<file path="src/rtl/alu_scheduler.sv">
// alu_scheduler: round-robin sequencer sharing one fixed-latency 4-bit arithmetic unit between two requesters.
module alu_scheduler #(
  parameter int ARITH_LAT = 1,
  parameter int SHIFT_LAT = 2
) (
  input  logic       clk,
  input  logic       reset,
  input  logic       req0_valid,
  output logic       req0_ready,
  input  logic [1:0] req0_op,
  input  logic [3:0] req0_a,
  input  logic [3:0] req0_b,
  input  logic       req1_valid,
  output logic       req1_ready,
  input  logic [1:0] req1_op,
  input  logic [3:0] req1_a,
  input  logic [3:0] req1_b,
  output logic       rsp_valid,
  input  logic       rsp_ready,
  output logic       rsp_id,
  output logic [3:0] rsp_data,
  output logic       rsp_flag,
  output logic       alu_add,
  output logic       alu_sub,
  output logic       alu_lshift,
  output logic       alu_rshift,
  output logic [3:0] alu_in1,
  output logic [3:0] alu_in2,
  input  logic [3:0] alu_out,
  input  logic       alu_overflow,
  output logic       busy
);
  typedef enum logic [1:0] {IDLE, ISSUE, WAIT, RESP} state_t;
  state_t state, state_nx;
  logic last, grant1, accept, sample;
  logic [1:0] op;
  logic [2:0] cnt;
  always_comb begin
    grant1 = req1_valid && (!req0_valid || !last);
    accept = reset && state == IDLE && (req0_valid || req1_valid);
    sample = state == WAIT && cnt == 3'd1;
    state_nx = state == IDLE  ? (accept ? ISSUE : IDLE) :
               state == ISSUE ? WAIT :
               state == WAIT  ? (sample ? RESP : WAIT) :
                                (rsp_ready ? IDLE : RESP);
  end
  assign req0_ready = accept && !grant1;
  assign req1_ready = accept && grant1;
  assign busy       = state != IDLE;
  assign rsp_valid  = state == RESP;
  assign alu_add    = state == ISSUE && op == 2'd0;
  assign alu_sub    = state == ISSUE && op == 2'd1;
  assign alu_lshift = state == ISSUE && op == 2'd2;
  assign alu_rshift = state == ISSUE && op == 2'd3;
  // Operand registers double as the unit inputs, so they hold until the next acceptance.
  always_ff @(posedge clk or negedge reset) begin
    if (!reset) begin
      state    <= IDLE;
      last     <= 1'b1;
      op       <= 2'd0;
      cnt      <= 3'd0;
      alu_in1  <= 4'd0;
      alu_in2  <= 4'd0;
      rsp_id   <= 1'b0;
      rsp_data <= 4'd0;
      rsp_flag <= 1'b0;
    end else begin
      state <= state_nx;
      if (accept) begin
        last    <= grant1;
        op      <= grant1 ? req1_op : req0_op;
        alu_in1 <= grant1 ? req1_a : req0_a;
        alu_in2 <= grant1 ? req1_b : req0_b;
      end
      if (state == ISSUE) cnt <= op[1] ? 3'(SHIFT_LAT) : 3'(ARITH_LAT);
      else if (state == WAIT) cnt <= cnt - 3'd1;
      if (sample) begin
        rsp_id   <= last;
        rsp_data <= alu_out;
        rsp_flag <= alu_overflow;
      end
    end
  end
endmodule

</file>
<file path="config.mk">
export PLATFORM = sky130hd
export DESIGN_NAME = alu_scheduler
export DESIGN_NICKNAME = d
export VERILOG_FILES = /design/src/rtl/alu_scheduler.sv
export SDC_FILE = /design/constraint.sdc
export NUM_CORES = 1
export LEC_CHECK = 0
export CORE_MARGIN = 2
export CORE_UTILIZATION = 39
export CTS_BUF_LIST = sky130_fd_sc_hd__clkbuf_4 sky130_fd_sc_hd__clkbuf_8 sky130_fd_sc_hd__clkbuf_16
export CTS_CLUSTER_SIZE = 14
export DETAILED_ROUTE_END_ITERATION = 8
export HOLD_SLACK_MARGIN = 0.15
export PLACE_DENSITY = 0.78
export SETUP_SLACK_MARGIN = 0.3
export SYNTH_ARGS = -nofsm -noshare
export SYNTH_HDL_FRONTEND = slang
export SYNTH_SLANG_ARGS = --single-unit
export TNS_END_PERCENT = 1
</file>
<file path="constraint.sdc">
create_clock -name clk -period 2.18 [get_ports clk]
set_clock_uncertainty 0.15 [all_clocks]
set_input_delay 0.436 -clock clk [delete_from_list [all_inputs] [get_ports clk]]
set_output_delay 0.436 -clock clk [all_outputs]
set_load 0.02 [all_outputs]
</file>
# [Word level (Yosys, flattened, before mapping)]
# Cells that the tools add are included.
[word_totals] register_bits=22 inputBits=30 output_inout_bits=22
[classes] addsub=1 eq_ne=7 mux=12 n_reduce_logical=19
[ops] cell="2-to-1 mux 2 bit" n=6
[ops] cell="logical AND 1 bit" n=10
[ops] cell="equality test 2 bit, second input constant" n=4
[ops] cell="2-to-1 mux 4 bit" n=2
[ops] cell="2-to-1 mux 3 bit" n=2
[ops] cell="equality test 2 x 1 -> 1 bit, second input constant" n=2
[ops] cell="zero test 2 bit" n=2
[ops] cell="nonzero test 2 bit" n=2
[ops] cell="equality test 3 x 1 -> 1 bit, second input constant" n=1
[ops] cell="zero test 1 bit" n=3
[ops] cell="subtractor 3 x 1 -> 3 bit, second input constant" n=1
[ops] cell="logical OR 1 bit" n=2
[ops] cell="2-to-1 mux 1 bit" n=2

# [Longest topological paths before layout]
[depth] depth_word=6 ltp_mapped=6 mapped_depth_nobuf=5

# [Worst setup path after synthesis]
# OpenSTA, ideal clock, no wires.
[synth_timing] kind="register -> output" start="register state[1]" end="output port req1_ready" arrival_ns=1.173 required_ns=1.594 path_slack_ns=0.421 stages_incl_launch_ff=6 path_cell_list="dfrtp_1 > inv_1 > ha_1 > nand3_1 > a21oi_1 > buf_4"
[synth_via] elab_chain_cells=4
[synth_rtl] element="from (decl)" line_no="34" rtl="state_t state, state_nx;"
[synth_rtl] element="from (signal assigned)" line_no="68" rtl="state <= state_nx;"
[synth_rtl] element="zero test 2 bit" line_no="40" rtl="accept = reset && state == IDLE && (req0_valid || req1_valid);"
[synth_rtl] element="logical AND 1 bit (2 in series)" line_no="40"
[synth_rtl] element="logical AND 1 bit" line_no="48" rtl="assign req1_ready = accept && grant1;"
[synth_rtl] element="to (decl)" line_no="14" rtl="output logic req1_ready,"
# No other way between the ends.

# [Worst setup path after layout]
# Ends and elaborated chain as after synthesis.

==> results.md <==
- # setup viols final: 0
- Max cap viols: 0
- Drt wl/cell: 15.0 um
- Critical Path End Type: primary output
- Share of layout cells above drive strength 1: 30.6%
- Max Transition Viols Final: 0
- Final core utilization: 73.5%
- Vias/cell: 5.18
- Area grow syn2layout: 75.0%
- Flop pwr share: 30.5%
- Final min period: 1.97 ns
- Part of the power in the clock network: 12.7%
- H-tree Lvls: 1
- R2r setup slk: 0.39 ns
- Num Clock Sinks: 22
- Starting Density: 42.0%
- Cell Int Power: 1540 uW
- Syn Nets: 127
- Crit path DAT: 1.39 ns
- Synth area leaders: dfrtp_1 50%, a221o_1 9.4%, ha_1 7.1%
- Unrepaired setup endpoints after global routing: yes
- Cell area after synthesis: 1060 um2
- Reg2reg path depth: 6
- Largest delay share family, worst path: flip-flops
- Post-DRT Antenna Nets: 0
- Nets: 197
- Setup Crit Path Kind: reg2out
- Setup TNS: 0 ns
- Post-Synthesis Cells: 91
- Grt total ovfl: 0
- Final cell count without fillers: 190
- Slowest cell on the critical path: dfrtp_1
- Worst min path class: in2async
- Boundary pin count: 52
- Crit path from: state[1]
- CP max stage delay: 0.42 ns
- Comb pwr share: 56.8%
- Most frequent cells in the layout: 40 x clkdlybuf4s50_1, 21 x dfrtp_1, 15 x buf_4, 10 x a221o_1, 8 x and2_0
- CTS Buf Count: 3
- Cell Pwr Density: 1320 nW/um2
- Root Buffer: clkbuf_4
- Synth top area share: 49.6%
- Worst r2r dst: op[1]
- Drc violations: 0
- Diode count: 0
- Clock latency on the worst-skew pair: 0.30 ns
- Final worst-path cycle share: 90.6%
- GRT Overall Usage: 17.8%
- Startpoint types: flop
- Status: complete, no violations
- Maximum VDD drop: 835 uV
- Switching power: 908 uW
- Final RePlAce weighted congestion: 0.773
- Stages on worst setup path: 5
- Final wirelength: 2.84 mm
- Dpl hpwl: 2.18 mm
- Critical Path End: req1_ready
- Reg2Reg Launch Point: state[1]
- Synthesis Warnings: 0
- Post-synthesis area per instance: 11.6 um2
- CP max FO: 4
- Clk buf depth: 2
- Yosys top cell by area: dfrtp_1
- Net Sw Frac: 37.0%
- Initial antenna violation count: 0
- Final Hold Fails: 0
- #FFs+latches synth: 22
- P_leak: 0.000824 uW
- Worst-Margin Slew: 0.497 ns
- Chip Height: 56.1 um
- DRT iter0 DRCs: 15
- Fillcell total: 175
- Post-synth cell types: 25
- PortBufs: 51
- Worst Path Required: 1.59 ns
- Clk slew on worst S/H paths: 0.13 ns
- TritonCTS clock tree: yes
- Relative max-transition margin: 66.7%
- Die footprint: 3150 um2
- Buffer and inverter count on the worst path: 2
- Drt pass-1 iters: 4
- Via Count: 985
- Register area share after synthesis: 52.1%
- First-pass GRT wire length: 4.46 mm
- Die Width: 56.1 um
- Core area: 2520 um2
- FP Rows: 18
- Largest net degree at the start of global routing: 14
- Vias in the first global route: 1050
- Fmax: 507 MHz
- Most common cell after layout, fill and taps aside: clkdlybuf4s50_1
- Crit-path cells: inv_2 -> ha_4 -> nand3_2 -> a21oi_2 -> buf_6
- Placed Cells: 181
==> cell usage after synthesis (all sizes together) <==
cell type  instances
o21ai              1
ha                 6
a31oi              1
dfrtp             21
buf                3
nand3              2
o22ai              1
and2              10
o211ai             2
o21a               2
nand2b             1
mux2               6
nand2              4
inv                8
a21o               1
a21oi              4
nand3b             1
nor2               5
dfstp              1
a221o             10
o31ai              1
==> cell families (layout without fill, tap and decap cells) <==
family | Yosys count | count (layout) | share of synthesized area [%]
buffers and inverters | 11 | 80 | 5.08
AOI/OAI and AO/OA | 23 | 23 | 17.8
adders and majority gates | 6 | 6 | 7.08
and+or+nand+nor | 23 | 23 | 11.6
muxes | 6 | 6 | 6.37
DFF | 22 | 22 | 52.1
==> what timing repair did <==
action | 4_1_cts | 5_1_grt
setup endpoints to repair | 24 | 22
resized for setup | 53 | 8
pin swaps | 5 | 4
buffers inserted | 1 | 1
hold buffers | 3 | 0
hold endpoints to repair | 21 | 0
==> routing by layer <==
metal | global-route usage, % | up-vias | part of all wire [%]
met2 | 33.4 | 40 | 54
met4 | 4.08 | 0 | 1.1
met3 | 3.49 | 4 | 5.8
met5 | 0 | - | 0
met1 | 20.6 | 477 | 39
li1 | - | 464 | -
==> power by group through the flow <==
stage	Combinational (uW)	Sequential [uW]	Clock, uW
after floorplan	538	873	0
after global placement	1220	723	0
after detailed placement	1270	732	0
after CTS	1360	745	312
after global routing	1490	772	331
final	1390	748	311
==> worst min-delay path by stage <==
stage	from	to	cells past startpoint
2_1_floorplan	reset	alu_in1[0]	0
3_3_place_gp	rsp_id	rsp_id	2
3_5_place_dp	rsp_id	rsp_id	2
4_1_cts	reset	last	2
5_1_grt	reset	last	2
6_report	reset	last	2
==> sequential cells by signal, indices dropped and copies added (netlist names) <==
name and flops:
state 2, rsp_id 1, op 2, alu_in2 4, cnt 3, rsp_flag 1, rsp_data 4, last 1
alu_in1 4
==> per-stage QoR <==
stage / area, um2 / hold WS, ns / setup WS, ns / power [uW]
floorplan: 1060 / -0.00959 / 0.421 / 1410
global placement: 1670 / 0.315 / -0.296 / 1940
detailed placement: 1670 / 0.322 / -0.335 / 2010
CTS: 1810 / 0.238 / 0.196 / 2420
global route: 1850 / 0.300 / 0.148 / 2590
finish: 1850 / 0.286 / 0.206 / 2450
==> layout make-up <==
class                      count  area, um2  area share, %
multi-input combinational     58        537           28.9
sequential                    22        552           29.8
tap                           30       37.5           2.02
clock buffer                   3       22.5           1.21
inverter                       8       30.0           1.62
clock inverter                 1       30.0           1.62
timing repair buffer          68        646           34.8
Power figures use the tool's default switching activity.
